[config.mk]
export PLATFORM = sky130hd
export DESIGN_NAME = tick_scheduler_flat
export DESIGN_NICKNAME = d
export VERILOG_FILES = /design/src/rtl/tick_scheduler_if.sv /design/src/rtl/tick_scheduler.sv /design/src/flat_wrapper.sv
export SDC_FILE = /design/constraint.sdc
export NUM_CORES = 1
export LEC_CHECK = 0
export CAP_MARGIN = 20
export CORE_UTILIZATION = 50
export DETAILED_ROUTE_END_ITERATION = 6
export PLACE_DENSITY = 0.81
export SETUP_SLACK_MARGIN = 0.3
export SYNTH_ARGS = -nofsm -noshare
export SYNTH_HDL_FRONTEND = slang
export SYNTH_SLANG_ARGS = --single-unit
[constraint.sdc]
create_clock -name clock_in -period 5.1 [get_ports clock_in]
set_input_delay 1.275 -clock clock_in [delete_from_list [all_inputs] [get_ports clock_in]]
set_output_delay 1.275 -clock clock_in [all_outputs]
set_load 0.02 [all_outputs]
[src/rtl/tick_scheduler_if.sv]
// Configuration write port of tick_scheduler: valid/ready handshake carrying
// a register select and a period in base ticks.
interface tick_scheduler_if;
  logic        cfg_valid;
  logic [1:0]  cfg_sel;
  logic [15:0] cfg_period;
  logic        cfg_ready;

  modport master (output cfg_valid, output cfg_sel, output cfg_period, input cfg_ready);
  modport slave  (input cfg_valid, input cfg_sel, input cfg_period, output cfg_ready);
endinterface

[src/rtl/tick_scheduler.sv]
// FlappyBird timing controller: one prescaler, clock-enable pulses for physics/scroll/blink.
// Build option: define TICK_SCHED_BLINK_EN to include the blink channel (tick_blink tied low otherwise).
module tick_scheduler #(
  parameter int unsigned PRESCALE   = 50_000,
  parameter int unsigned PHYS_DEF   = 20,
  parameter int unsigned SCROLL_DEF = 40,
  parameter int unsigned BLINK_DEF  = 500,
  parameter int unsigned SPEED_STEP = 2,
  parameter int unsigned MIN_PERIOD = 4
) (
  input  logic            clock_in,
  input  logic            reset,
  input  logic            start,
  input  logic            pause,
  input  logic            stop,
  input  logic            speed_up,
  tick_scheduler_if.slave cfg,
  output logic            base_tick,
  output logic            tick_phys,
  output logic            tick_scroll,
  output logic            tick_blink,
  output logic [1:0]      state,
  output logic [3:0]      speed_level
);

  localparam int unsigned   PW          = $clog2(PRESCALE);
  localparam logic [PW-1:0] PRE_LAST    = PW'(PRESCALE - 1);
  localparam logic [15:0]   STEP        = 16'(SPEED_STEP);
  localparam logic [15:0]   FLOOR       = 16'(MIN_PERIOD);
  localparam logic [16:0]   STEP_FLOOR  = 17'(MIN_PERIOD) + 17'(SPEED_STEP);

  if (PRESCALE < 2 || PHYS_DEF == 0 || SCROLL_DEF == 0 || BLINK_DEF == 0 || MIN_PERIOD == 0)
  begin : g_bad_params
    $error("tick_scheduler: PRESCALE must be >= 2 and all periods >= 1");
  end

  typedef enum logic [1:0] {
    S_IDLE  = 2'd0,
    S_RUN   = 2'd1,
    S_PAUSE = 2'd2
  } state_t;

  state_t        state_q, state_d;
  logic          run_start, halt;
  logic          run_adv, speed_ok;
  logic          cfg_wr;
  logic [15:0]   cfg_val;
  logic [PW-1:0] presc;
  logic [15:0]   phys_per, scroll_base, scroll_eff;
  logic [15:0]   phys_cnt, scroll_cnt;

  always_ff @(posedge clock_in or posedge reset) begin
    if (reset) state_q <= S_IDLE;
    else       state_q <= state_d;
  end

  always_comb begin
    state_d   = state_q;
    run_start = 1'b0;
    halt      = 1'b0;
    if (stop) begin
      state_d = S_IDLE;
      halt    = 1'b1;
    end else begin
      case (state_q)
        S_IDLE:  if (start) begin
                   state_d   = S_RUN;
                   run_start = 1'b1;
                 end
        S_RUN:   if (pause) state_d = S_PAUSE;
        S_PAUSE: if (pause) state_d = S_RUN;
        default: state_d = S_IDLE;
      endcase
    end
  end

  assign state         = state_q;
  assign cfg.cfg_ready = (state_q != S_RUN);
  assign cfg_wr        = cfg.cfg_valid && cfg.cfg_ready;
  assign cfg_val       = (cfg.cfg_period == 16'd0) ? 16'd1 : cfg.cfg_period;
  assign run_adv       = base_tick && (state_q == S_RUN);
  assign speed_ok      = speed_up && (state_q == S_RUN) && !stop;

  // Clearing base_tick on the start edge pins the first channel advance to
  // exactly PRESCALE+1 edges after start, whatever the prescaler phase was.
  always_ff @(posedge clock_in or posedge reset) begin
    if (reset) begin
      presc     <= '0;
      base_tick <= 1'b0;
    end else if (run_start) begin
      presc     <= '0;
      base_tick <= 1'b0;
    end else begin
      base_tick <= (presc == PRE_LAST);
      presc     <= (presc == PRE_LAST) ? '0 : presc + PW'(1);
    end
  end

  always_ff @(posedge clock_in or posedge reset) begin
    if (reset) begin
      phys_per    <= 16'(PHYS_DEF);
      scroll_base <= 16'(SCROLL_DEF);
    end else if (cfg_wr) begin
      case (cfg.cfg_sel)
        2'd0:    phys_per    <= cfg_val;
        2'd1:    scroll_base <= cfg_val;
        default: ;
      endcase
    end
  end

  always_ff @(posedge clock_in or posedge reset) begin
    if (reset) begin
      scroll_eff  <= 16'(SCROLL_DEF);
      speed_level <= '0;
    end else if (run_start) begin
      scroll_eff  <= scroll_base;
      speed_level <= '0;
    end else if (speed_ok) begin
      scroll_eff  <= ({1'b0, scroll_eff} >= STEP_FLOOR) ? scroll_eff - STEP : FLOOR;
      if (speed_level != 4'hF) speed_level <= speed_level + 4'd1;
    end
  end

  always_ff @(posedge clock_in or posedge reset) begin
    if (reset) begin
      phys_cnt  <= '0;
      tick_phys <= 1'b0;
    end else begin
      tick_phys <= 1'b0;
      if (run_start || halt) begin
        phys_cnt <= '0;
      end else if (run_adv) begin
        if (phys_cnt >= phys_per - 16'd1) begin
          phys_cnt  <= '0;
          tick_phys <= 1'b1;
        end else begin
          phys_cnt <= phys_cnt + 16'd1;
        end
      end
    end
  end

  always_ff @(posedge clock_in or posedge reset) begin
    if (reset) begin
      scroll_cnt  <= '0;
      tick_scroll <= 1'b0;
    end else begin
      tick_scroll <= 1'b0;
      if (run_start || halt) begin
        scroll_cnt <= '0;
      end else if (run_adv) begin
        if (scroll_cnt >= scroll_eff - 16'd1) begin
          scroll_cnt  <= '0;
          tick_scroll <= 1'b1;
        end else begin
          scroll_cnt <= scroll_cnt + 16'd1;
        end
      end
    end
  end

`ifdef TICK_SCHED_BLINK_EN
  logic [15:0] blink_per, blink_cnt;

  always_ff @(posedge clock_in or posedge reset) begin
    if (reset) begin
      blink_per  <= 16'(BLINK_DEF);
      blink_cnt  <= '0;
      tick_blink <= 1'b0;
    end else begin
      tick_blink <= 1'b0;
      if (cfg_wr && cfg.cfg_sel == 2'd2) blink_per <= cfg_val;
      if (base_tick) begin
        if (blink_cnt >= blink_per - 16'd1) begin
          blink_cnt  <= '0;
          tick_blink <= 1'b1;
        end else begin
          blink_cnt <= blink_cnt + 16'd1;
        end
      end
    end
  end
`else
  assign tick_blink = 1'b0;
`endif

endmodule

[src/flat_wrapper.sv]
// flat-port wrapper written by rule: the top's interface ports become plain ports
module tick_scheduler_flat 
#(
  parameter int unsigned PRESCALE   = 50_000,
  parameter int unsigned PHYS_DEF   = 20,
  parameter int unsigned SCROLL_DEF = 40,
  parameter int unsigned BLINK_DEF  = 500,
  parameter int unsigned SPEED_STEP = 2,
  parameter int unsigned MIN_PERIOD = 4
)
  (clock_in, reset, start, pause, stop, speed_up, base_tick, tick_phys, tick_scroll, tick_blink, state, speed_level, cfg_cfg_valid, cfg_cfg_sel, cfg_cfg_period, cfg_cfg_ready);
  tick_scheduler_if cfg_i ();
  input  logic clock_in;
  input  logic reset;
  input  logic start;
  input  logic pause;
  input  logic stop;
  input  logic speed_up;
  output logic base_tick;
  output logic tick_phys;
  output logic tick_scroll;
  output logic tick_blink;
  output logic [1:0] state;
  output logic [3:0] speed_level;
  input wire logic [$bits(cfg_i.cfg_valid)-1:0] cfg_cfg_valid;
  input wire logic [$bits(cfg_i.cfg_sel)-1:0] cfg_cfg_sel;
  input wire logic [$bits(cfg_i.cfg_period)-1:0] cfg_cfg_period;
  output wire logic [$bits(cfg_i.cfg_ready)-1:0] cfg_cfg_ready;
  assign cfg_i.cfg_valid = cfg_cfg_valid;
  assign cfg_i.cfg_sel = cfg_cfg_sel;
  assign cfg_i.cfg_period = cfg_cfg_period;
  assign cfg_cfg_ready = cfg_i.cfg_ready;
  tick_scheduler #(.PRESCALE(PRESCALE), .PHYS_DEF(PHYS_DEF), .SCROLL_DEF(SCROLL_DEF), .BLINK_DEF(BLINK_DEF), .SPEED_STEP(SPEED_STEP), .MIN_PERIOD(MIN_PERIOD)) u_core (.clock_in(clock_in), .reset(reset), .start(start), .pause(pause), .stop(stop), .speed_up(speed_up), .cfg(cfg_i), .base_tick(base_tick), .tick_phys(tick_phys), .tick_scroll(tick_scroll), .tick_blink(tick_blink), .state(state), .speed_level(speed_level));
endmodule
# --- Word level (Yosys, flattened, before mapping) ---
# Cells that the tools add are included.
op_classes:
  n_addsub: 7
  n_mux: 31
  magnitude_cmp: 3
  reduce_logical: 16
  n_eq_ne: 9
ops:
  columns: ["operator", "n"]
  rows:
  - ["$mux W16", 12]
  - ["$add A16 B1 Y16 const B", 3]
  - ["$ge A16 B16 Y1", 2]
  - ["$sub A16 B1 Y16 const B", 2]
  - ["$eq A16 B16 Y1 const B", 1]
  - ["$ge A16 B3 Y1 const B", 1]
  - ["$logic_not A16 Y1", 1]
  - ["$sub A16 B2 Y16 const B", 1]
  - ["$mux W4", 3]
  - ["$mux W1", 11]
  - ["$ne A3 B3 Y1 const B", 3]
  - ["$mux W2", 4]
  - ["$pmux W2 S3", 1]
  - ["$reduce_and A2 Y1", 3]
  - ["$reduce_bool A2 Y1", 3]
  - ["$add A4 B1 Y4 const B", 1]
  - ["$eq A2 B1 Y1 const B", 2]
  - ["$logic_and A1 B1 Y1", 4]
  - ["$logic_not A2 Y1", 2]
  - ["$ne A4 B4 Y1 const B", 1]
  - ["$reduce_and A3 Y1", 1]
  - ["$eq A2 B2 Y1 const B", 1]
  - ["$ne A2 B1 Y1 const B", 1]
  - ["$logic_not A1 Y1", 1]
  - ["$logic_or A1 B1 Y1", 1]
word_totals:
  wordCells: 77
  out_inout_bits: 11
  register_bits: 105
  inputBits: 25

# --- Longest topological paths before layout ---
# Gate-level depths: netlist (run 1).
depth:
  ltp_word: 5
  depth_mapped: 15
  ltp_nobuf: 14

# --- Least setup slack after synthesis (run 1) ---
# Ideal clock, no wire load.
synth_path:
  path_type: "flip-flop to flip-flop"
  start: "reg u_core.scroll_eff[1]"
  end: "reg u_core.scroll_cnt[10]"
  n_path_buf: 1
  arrival_ns: 3.554
  setup_slack_ns: 1.415
  setup_time_ns: 0.132
  path_stages_with_launch: 16
  path_cell_list: "dfrtp_1 inv_1 ha_1 or3b_2 nor3_1 nand2_1 nor2_1 xnor2_1 ha_1 nand4_1 or3_1 a311oi_1 nor3_1 o21ai_0 clkbuf_1 nor2_1"
synth_between:
  elab_chain_len: 5
synth_lines:
  columns: ["element", "line_no", "rtl"]
  rows:
  - ["start: declaration", "tick_scheduler.sv:49", "logic [15:0] phys_per, scroll_base, scroll_eff;"]
  - ["start signal: assignment", "tick_scheduler.sv:114", "scroll_eff <= 16'(SCROLL_DEF);"]
  - ["start signal: assignment", "tick_scheduler.sv:117", "scroll_eff <= scroll_base;"]
  - ["start signal: assignment", "tick_scheduler.sv:120", "scroll_eff <= ({1'b0, scroll_eff} >= STEP_FLOOR) ? scroll_eff - STEP : FLOOR;"]
  - ["$sub A16 B1 Y16", "tick_scheduler.sv:153", "if (scroll_cnt >= scroll_eff - 16'd1) begin"]
  - ["$ge A16 B16 Y1", "tick_scheduler.sv:153", null]
  - ["$mux W16", "tick_scheduler.sv:153", null]
  - ["$mux W16", "tick_scheduler.sv:152", "end else if (run_adv) begin"]
  - ["$mux W16", "tick_scheduler.sv:150", "if (run_start || halt) begin"]
  - ["end signal: assignment", "tick_scheduler.sv:157", "scroll_cnt <= scroll_cnt + 16'd1;"]
  - ["end: declaration", "tick_scheduler.sv:50", "logic [15:0] phys_cnt, scroll_cnt;"]
# No other way between the ends. The select of a mux whose other input is x is not followed.
# A chain may end at the register's enable or synchronous reset.

# --- Worst setup path after layout (run 1) ---
# Ends and elaborated chain as after synthesis.

==> flow_metrics.env, run 1 <==
export IMPL_total_leakage_power_nw=2.93
export IMPL_worstPathCellList="inv_1 > ha_1 > or3b_2 > nor3_1 > nand2_1 > nor2_1 > xnor2_1 > ha_1 > nand4_1 > or3_1 > a311oi_1 > nor3_1 > o21ai_0 > buf_4 > nor2_1"
export IMPL_ant_nets=0
export IMPL_worst_path_largest_cell_delay_ns=0.51
export IMPL_yosys_warnings=0
export IMPL_timing_hold_ws_ns=0.484
export IMPL_crit_path_max_fanout=9
export IMPL_net_switching_power_w=0.000835
export IMPL_routed_wl_mm=14.6
export IMPL_grt_pass1_wl_mm=24.5
export IMPL_irDropWorstVdd_mv=0.238
export IMPL_htreeDepth=3
export IMPL_grt_antenna_before_repair=0
export IMPL_grt_usage=0.242
export IMPL_overflow=0
export IMPL_cts_clk_slew_worst_paths_ns=0.08
export IMPL_setup_viol=0
export IMPL_synthCells=631
export IMPL_dieArea_um2=12800
export IMPL_grt_pass1_vias=4978
export IMPL_root_buffer="clkbuf_16"
export IMPL_p_clk_frac=0.309
export IMPL_hold_viol_final=0
export IMPL_drv_cap=0
export IMPL_rsz0062_at_grt="no"
export IMPL_ys_flop_type="dfrtp_1"
export IMPL_ys_types=66
export IMPL_cts_sinks=105
export IMPL_cp_required_ns=5.34
export IMPL_clock_latency_ns=0.36
export IMPL_tritoncts="done"
export IMPL_fin_tns_setup_ns=0
export IMPL_cts_setup_buffers=0
export IMPL_sw_frac_of_total=0.326
export IMPL_placedCellCount=798
export IMPL_tightest_slew_ns=1.06
export IMPL_syn_area_um2=6180
export IMPL_arrival_ns=4.51
export IMPL_rows=40
export IMPL_avgSynthCellArea_um2=9.79
export IMPL_die_h_um=113
export IMPL_hold_class="reg -> reg"
export IMPL_clock_skew_ns=0.00825
export IMPL_die_width_um=113
export IMPL_seq_area_frac_synth=0.426
export IMPL_worstSetupPathType="reg -> reg"
export IMPL_fin_nets=729
export IMPL_antennaDiodeCount=0
export IMPL_firstDrtPassIters=5
export IMPL_drive_gt1_frac=0.114
export IMPL_crit_family="simple AND/OR/NAND/NOR gates"
export IMPL_drc=0
export IMPL_p_seq_frac=0.450
export IMPL_cp_num_buf_inv=2
export IMPL_p_per_area_nw_per_um2=365
export IMPL_cts_buffer_depth=2
export IMPL_internal_power_w=0.00173
export IMPL_wl_per_cell_um=18.0
export IMPL_fmax_ghz=0.234
export IMPL_ioPinCount=36
export IMPL_start_kind="flip-flop"
export IMPL_num_vias=4810
export IMPL_setup_worst_path_end_class="flip-flop"
export IMPL_dp_hpwl_mm=10.6
export IMPL_slew_headroom=0.291
export IMPL_fin_crit_sh=0.837
export IMPL_start_util=0.514
export IMPL_place_congestion=0.936
export IMPL_slowest_stage="nor3_1"
export IMPL_synth_edf_count=0
export IMPL_ctsHoldBuffers=0
export IMPL_port_buffers=34
export IMPL_fin_cells=815
export IMPL_fin_crit_ns=4.27
export IMPL_synthToLayoutAreaGrowth_pct=13.8
export IMPL_drt_iter0_markers=304
export IMPL_final_max_slew_violation_count=0
export IMPL_cts_resized=0
export IMPL_synthesis_nets=697
export IMPL_grt_max_degree=87
export IMPL_power_w=0.00256
export IMPL_viasPerCell=5.90
export IMPL_ys_ff_latch=105
export IMPL_core_area_um2=12000
export IMPL_comb_power_share=0.241
export IMPL_run_status="finished clean"
export IMPL_numCtsBuffers=9
export IMPL_async_reset_ff_frac=1.00
==> path summary, 6_finish.rpt <==
| path | startpoint | end | slack [ns] | depth (start not counted) |
|---|---|---|---|---|
| min in group asynchronous | reset | u_core.scroll_base[9] | 1.27 | 2 |
| max in group asynchronous | reset | u_core.scroll_eff[3] | 2.82 | 4 |
| setup / recovery | u_core.scroll_eff[1] | u_core.scroll_cnt[10] | 0.83 | 15 |
| hold reg to reg | u_core.presc[0] | u_core.presc[0] | 0.48 | 1 |
| hold / removal | u_core.presc[0] | u_core.presc[0] | 0.48 | 1 |
| setup reg to reg | u_core.scroll_eff[1] | u_core.scroll_cnt[10] | 0.83 | 15 |
==> through the flow <==
step | utilization | setup WS [ns] | cell area, um2
floorplan | - | 1.07 | 6180
global placement | 0.555 | 1.19 | 6660
detailed placement | 0.555 | 0.945 | 6660
CTS | 0.583 | 0.945 | 7000
global route | 0.585 | 0.516 | 7030
finish | 0.585 | 0.829 | 7030
==> synth_stat cells, types with 15 or more instances <==
master   count  share of area
a21oi_1     22          0.018
dfrtp_1     99           0.40
ha_1        41          0.083
inv_1       15         0.0091
mux2_2      29          0.053
nand2_1     60          0.036
nand3_1     23          0.019
nor2_1      79          0.048
nor3_1      18          0.015
o21ai_0     28          0.023
xnor2_1     36          0.051
xor2_1      37          0.052
==> worst reg2reg max path: stages, from the launching register on <==
cell and delay [ns]:
dfrtp_1 0.44, inv_1 0.13, ha_1 0.23, or3b_2 0.50
nor3_1 0.51, nand2_1 0.23, nor2_1 0.19, xnor2_1 0.09
ha_1 0.30, nand4_1 0.12, or3_1 0.41, a311oi_1 0.27
nor3_1 0.13, o21ai_0 0.32, buf_4 0.23, nor2_1 0.07
==> routing by layer <==
layer	vias to the layer above	routed length [um]	track usage
met2	136	7010	0.391
li1	2277	-	-
met5	-	0	0
met1	2356	6520	0.316
met3	41	647	0.0503
met4	0	457	0.105
==> state kept, by name (all words and copies together) (netlist names) <==
signal	count
u_core.base_tick	1
u_core.phys_cnt	16
u_core.phys_per	16
u_core.presc	16
u_core.scroll_base	16
u_core.scroll_cnt	16
u_core.scroll_eff	16
u_core.speed_level	4
u_core.state	2
u_core.tick_phys	1
u_core.tick_scroll	1
==> power groups by stage <==
stage	sequential [W]	combinational, W	clock (W)
after floorplan	0.00110	0.000458	0
after global placement	0.00115	0.000565	0
after detailed placement	0.00116	0.000604	0
after CTS	0.00115	0.000613	0.000796
after global routing	0.00117	0.000690	0.000821
final	0.00115	0.000616	0.000792
==> cell families (layout without fill, tap and decap cells) <==
group           Yosys count  count (layout)  synth area share
mux                      31              31            0.0561
other cells               1               1          0.000607
compound gates           87              87            0.0903
flops                   105             105             0.426
simple gates            260             260             0.217
buf+inv                  33              70            0.0225
fa+ha+maj                41              41            0.0830
xor+xnor                 73              73             0.103
==> layout make-up <==
class                           instances  area, um2
Clock buffer                           11        253
Clock inverter                          5       86.3
Fill cell                             992       4980
Inverter                               15       58.8
Multi-Input combinational cell        493       3410
Sequential cell                       105       2640
Tap cell                              147        184
Timing Repair Buffer                   39        398
==> cell usage in the layout (no fill, tap or decap), types with 12 or more instances in the layout <==
cell	count
dfrtp_1	99
nor2_1	79
nand2_1	60
ha_1	41
xor2_1	37
xnor2_1	36
clkdlybuf4s50_1	34
mux2_2	29
o21ai_0	28
nand3_1	23
a21oi_1	22
nor3_1	18
inv_1	14
nand4_1	12
Power figures use the tool's default switching activity.
==> run 2: changes to the inputs <==
Settings changed: PLACE_DENSITY 0.81 to 0.83.
Clock period 5.1 ns to 3.49 ns, I/O delays scaled along.
==> flow_metrics.env, run 2 (synthesis results as in run 1) <==
export IMPL_grt_pass1_vias=5098
export IMPL_numCtsBuffers=9
export IMPL_grt_usage=0.249
export IMPL_rsz0062_at_grt="yes"
export IMPL_place_congestion=0.923
export IMPL_clock_skew_ns=0.00562
export IMPL_run_status="finished with violations"
export IMPL_start_kind="flip-flop"
export IMPL_cts_buffer_depth=2
export IMPL_fin_crit_sh=1.05
export IMPL_drt_iter0_markers=314
export IMPL_viasPerCell=5.87
export IMPL_die_width_um=113
export IMPL_placedCellCount=823
export IMPL_dp_hpwl_mm=10.9
export IMPL_crit_start="u_core.phys_per[5]"
export IMPL_drive_gt1_frac=0.228
export IMPL_synthToLayoutAreaGrowth_pct=22.6
export IMPL_hold_viol_final=0
export IMPL_hold_class="reg -> reg"
export IMPL_start_util=0.514
export IMPL_violations="negative setup slack"
export IMPL_fin_cells=854
export IMPL_arrival_ns=3.96
export IMPL_irDropWorstVdd_mv=0.389
export IMPL_tritoncts="done"
export IMPL_overflow=0
export IMPL_fin_crit_ns=3.66
export IMPL_p_per_area_nw_per_um2=509
export IMPL_wl_per_cell_um=18.1
export IMPL_setup_viol=16
export IMPL_cts_sinks=105
export IMPL_cp_endpoint="u_core.phys_cnt[2]"
export IMPL_setup_worst_path_end_class="flip-flop"
export IMPL_setup_slack_ns=-0.169
export IMPL_fin_area_um2=7580
export IMPL_postPlaceCellArea_um2=6910
export IMPL_drc=0
export IMPL_cts_clk_slew_worst_paths_ns=0.07
export IMPL_timing_hold_ws_ns=0.486
export IMPL_grt_max_degree=106
export IMPL_drv_cap=0
export IMPL_core_area_um2=12000
export IMPL_cp_required_ns=3.79
export IMPL_ioPinCount=36
export IMPL_grt_antenna_before_repair=0
export IMPL_root_buffer="clkbuf_16"
export IMPL_firstDrtPassIters=5
export IMPL_final_max_slew_violation_count=0
export IMPL_grt_pass1_wl_mm=24.8
export IMPL_ctsHoldBuffers=0
export IMPL_antennaDiodeCount=0
export IMPL_rr_startpoint="u_core.phys_per[5]"
export IMPL_r2r_end="u_core.phys_cnt[2]"
export IMPL_final_common_cell="dfrtp_1"
export IMPL_r2r_cells=12
export IMPL_num_vias=5017
export IMPL_clock_latency_ns=0.36
export IMPL_slew_headroom=0.416
export IMPL_reg2reg_slack_ns=-0.17
export IMPL_final_cell_mix="dfrtp_1 (99), nor2_1 (66), nand2_1 (59)"
export IMPL_fin_nets=768
export IMPL_die_h_um=113
export IMPL_port_buffers=34
export IMPL_htreeDepth=3
export IMPL_dieArea_um2=12800
export IMPL_fmax_ghz=0.273
export IMPL_total_leakage_power_nw=3.18
export IMPL_routed_wl_mm=15.4
export IMPL_ant_nets=0
export IMPL_worstSetupPathType="reg -> reg"
export IMPL_rows=40
export IMPL_crit_path_max_fanout=8
export IMPL_tightest_slew_ns=0.854
[run 2: cell count changes in the layout (fill, tap and decap cells not counted), moves of 4 or more]
cell,change
nor2_1,-13
nor2_2,+6
nor3_1,-7
a21oi_1,-5
o21ai_0,-5
a21oi_2,+5
o21ai_2,+4
nor3_4,+4
nor2_4,+7
buf_4,+36
[run 2: worst max-delay path: stages (launching register included)]
cell and delay, ns:
dfrtp_1 0.38, or3_4 0.38, or3_4 0.37, nor3_4 0.13
or4b_4 0.47, xor2_1 0.15, ha_1 0.31, nand4_1 0.16
o21bai_1 0.15, nor3b_2 0.24, or4b_4 0.55, nor3b_2 0.20
a21o_1 0.11
[run 2: worst min-delay path by stage]
stage | from | to | slack (ns) | depth (start not counted)
final | u_core.presc[0] | u_core.presc[0] | 0.49 | 1
after global placement | u_core.presc[0] | u_core.presc[0] | 0.45 | 1
after detailed placement | u_core.presc[0] | u_core.presc[0] | 0.47 | 1
after CTS | u_core.presc[0] | u_core.presc[0] | 0.49 | 1
after global routing | u_core.presc[0] | u_core.presc[0] | 0.52 | 1
after floorplan | u_core.presc[0] | u_core.presc[0] | 0.43 | 1
[run 2: through the flow]
step	power, W	setup WS (ns)	util	TNS, ns
floorplan	0.00230	0.0105	-	0
detailed placement	0.00269	-0.258	0.575	-1.24
CTS	0.00379	-0.0556	0.610	-0.0720
global route	0.00404	-0.241	0.631	-2.54
global placement	0.00262	-0.0331	0.575	-0.0562
finish	0.00385	-0.169	0.631	-1.27
[run 2: final cells by class]
cell class / count / area (um2)
multi-input combinational: 493 / 3690
inverter: 15 / 60.1
clock buffer: 10 / 239
fill: 921 / 4440
clock inverter: 6 / 73.8
timing repair buffer: 78 / 694
sequential: 105 / 2640
tap: 147 / 184
[run 2: metal layers]
layer	vias to the layer above	GRT usage	wire length (um)
met2	134	0.416	7660
met5	-	0	0
met1	2488	0.315	6780
met3	37	0.0493	592
li1	2358	-	-
met4	0	0.111	410
[run 2: timing repair]
action / 4_1_cts / 5_1_grt
setup endpoints to repair: 32 / 33
resized for setup: 13 / 47
gates cloned: 0 / 1
setup buffers: 6 / 8
pin swaps: 10 / 17
[run 2: power breakdown]
| group | switching, W | leakage, nW | internal [W] |
|---|---|---|---|
| clock | 0.000485 | 0.147 | 0.000585 |
| combinational | 0.000576 | 1.69 | 0.000536 |
| sequential | 0.000249 | 1.34 | 0.00142 |
| total | 0.00131 | 3.18 | 0.00254 |
==> run 3: changes to the inputs <==
Settings changed: CELL_PAD_IN_SITES_DETAIL_PLACEMENT set to 2, CELL_PAD_IN_SITES_GLOBAL_PLACEMENT set to 2, CORE_UTILIZATION 50 to 35, PLACE_DENSITY 0.83 to 0.88, TNS_END_PERCENT set to 100.
==> flow_metrics.env, run 3 (synthesis results as in run 1) <==
export IMPL_fmax_ghz=0.251
export IMPL_antennaDiodeCount=0
export IMPL_drive_gt1_frac=0.272
export IMPL_irDropWorstVdd_mv=0.603
export IMPL_hold_viol_final=0
export IMPL_drc=0
export IMPL_core_area_um2=17300
export IMPL_run_status="finished with violations"
export IMPL_synthToLayoutAreaGrowth_pct=29.4
export IMPL_cp_required_ns=3.82
export IMPL_ioPinCount=36
export IMPL_crit_family="simple AND/OR/NAND/NOR gates"
export IMPL_rows=48
export IMPL_multi_input_area_um2=3810
export IMPL_fin_cells=952
export IMPL_drv_cap=0
export IMPL_setup_worst_path_end_class="flip-flop"
export IMPL_n_fill_cell=1772
export IMPL_root_buffer="clkbuf_16"
export IMPL_worstSetupPathType="reg -> reg"
export IMPL_start_util=0.357
export IMPL_total_leakage_power_nw=3.32
export IMPL_clock_latency_ns=0.39
export IMPL_worstPathCellList="or3_4 > or3_4 > or3_4 > buf_4 > nor2_1 > xnor2_1 > ha_1 > nand2_1 > nor3_2 > nor3b_2 > or4b_4 > buf_12 > nor3_2 > a211o_1"
export IMPL_rsz0062_at_grt="yes"
export IMPL_dp_hpwl_mm=16.4
export IMPL_timing_hold_ws_ns=0.533
export IMPL_worst_path_largest_cell_delay_ns=0.56
export IMPL_slew_headroom=0.298
export IMPL_die_width_um=135
export IMPL_viasPerCell=6.26
export IMPL_clock_skew_ns=0.0200
export IMPL_routed_wl_mm=30.9
export IMPL_cp_num_buf_inv=2
export IMPL_final_cell_mix="dfrtp_1 (98), nor2_1 (59), nand2_1 (58)"
export IMPL_fin_nets=788
export IMPL_r2r_cells=14
export IMPL_grt_pass1_wl_mm=41.7
export IMPL_grt_usage=0.317
export IMPL_grt_pass1_vias=6374
export IMPL_arrival_ns=4.32
export IMPL_r2r_end="u_core.phys_cnt[15]"
export IMPL_final_max_slew_violation_count=0
export IMPL_dpl_worst_slack_ns=-0.385
export IMPL_fin_crit_sh=1.14
export IMPL_overflow=0
export IMPL_violations="negative setup slack"
export IMPL_drt_iter0_markers=397
export IMPL_slowest_stage="or4b_4"
export IMPL_dieArea_um2=18200
export IMPL_cts_buffer_depth=2
export IMPL_num_vias=5958
export IMPL_fin_crit_ns=3.99
export IMPL_cts_sinks=105
export IMPL_crit_path_max_fanout=6
export IMPL_worstHoldStart="u_core.scroll_base[10]"
export IMPL_ant_nets=0
export IMPL_whs_path_depth=1
export IMPL_port_buffers=34
export IMPL_wl_per_cell_um=32.4
export IMPL_place_congestion=0.873
export IMPL_tritoncts="done"
export IMPL_cts_clk_slew_worst_paths_ns=0.09
export IMPL_rr_startpoint="u_core.phys_per[5]"
export IMPL_reg2reg_slack_ns=-0.50
export IMPL_register_area_um2=2640
export IMPL_die_h_um=135
export IMPL_p_per_area_nw_per_um2=557
export IMPL_tightest_slew_ns=1.03
export IMPL_min_to="u_core.scroll_base[10]"
export IMPL_setup_viol=34
export IMPL_grt_antenna_before_repair=0
export IMPL_fin_tns_setup_ns=-12.96
export IMPL_setup_slack_ns=-0.498
export IMPL_placedCellCount=906
export IMPL_cp_common_cell="or3_4"
export IMPL_hold_class="reg -> reg"
export IMPL_firstDrtPassIters=5
export IMPL_start_kind="flip-flop"
export IMPL_grt_max_degree=39
export IMPL_htreeDepth=3
export IMPL_numCtsBuffers=9
export IMPL_ctsHoldBuffers=0
export IMPL_final_common_cell="dfrtp_1"
run 3: cell count changes in the layout (fill, tap and decap cells not counted), sizes merged:
| cell | before | now |
|---|---|---|
| buf | 44 | 64 |
| clkbuf | 10 | 9 |
| clkinv | 1 | 0 |
| inv | 16 | 18 |
run 3: worst reg2reg max path: stages (launching register included):
cell     delay (ns)
dfrtp_1        0.41
or3_4          0.41
or3_4          0.38
or3_4          0.39
buf_4          0.17
nor2_1         0.16
xnor2_1        0.21
ha_1           0.31
nand2_1        0.18
nor3_2         0.10
nor3b_2        0.24
or4b_4         0.56
buf_12         0.17
nor3_2         0.12
a211o_1        0.13
run 3: area by class of cell:
class | count | area share
Multi-Input combinational cell | 493 | 0.477
Sequential cell | 105 | 0.330
Clock buffer | 9 | 0.0282
Tap cell | 225 | 0.0352
Inverter | 15 | 0.00751
Timing Repair Buffer | 98 | 0.112
Clock inverter | 7 | 0.0106
run 3: repair_timing:
item / 4_1_cts / 5_1_grt
buffers inserted: 15 / 14
pin swaps: 27 / 26
resized for setup: 54 / 35
cloned: 1 / 0
hold endpoints to repair: 0 / 0
setup endpoints to repair: 34 / 34
run 3: metrics by stage:
stage / area (um2) / util / power, W
floorplan: 6240 / - / 0.00230
global placement: 7060 / 0.408 / 0.00267
detailed placement: 7060 / 0.408 / 0.00285
CTS: 7710 / 0.446 / 0.00411
global route: 8000 / 0.462 / 0.00453
finish: 8000 / 0.462 / 0.00446
run 3: worst max-delay path by stage:
stage / depth (start not counted) / slack (ns) / start / endpoint
floorplan: 13 / 0.01 / u_core.phys_per[3] / u_core.phys_cnt[15]
global placement: 12 / -0.07 / u_core.phys_per[5] / u_core.phys_cnt[15]
detailed placement: 12 / -0.39 / u_core.phys_per[5] / u_core.phys_cnt[2]
CTS: 12 / -0.26 / u_core.phys_per[5] / u_core.phys_cnt[2]
global route: 14 / -0.56 / u_core.phys_per[5] / u_core.phys_cnt[15]
finish: 14 / -0.50 / u_core.phys_per[5] / u_core.phys_cnt[15]
run 3: metal layers:
| layer | vias to the layer above | track usage | share of wire |
|---|---|---|---|
| li1 | 2399 | - | - |
| met1 | 3064 | 0.373 | 0.38 |
| met2 | 331 | 0.542 | 0.50 |
| met3 | 164 | 0.0706 | 0.053 |
| met4 | 0 | 0.164 | 0.071 |
| met5 | - | 0 | 0 |
run 3: report_power, final:
group / leakage, nW / internal [W] / switching [W]
Clock: 0.146 / 0.000574 / 0.000585
Sequential: 1.34 / 0.00142 / 0.000333
Combinational: 1.84 / 0.000624 / 0.000915
Total: 3.32 / 0.00262 / 0.00183
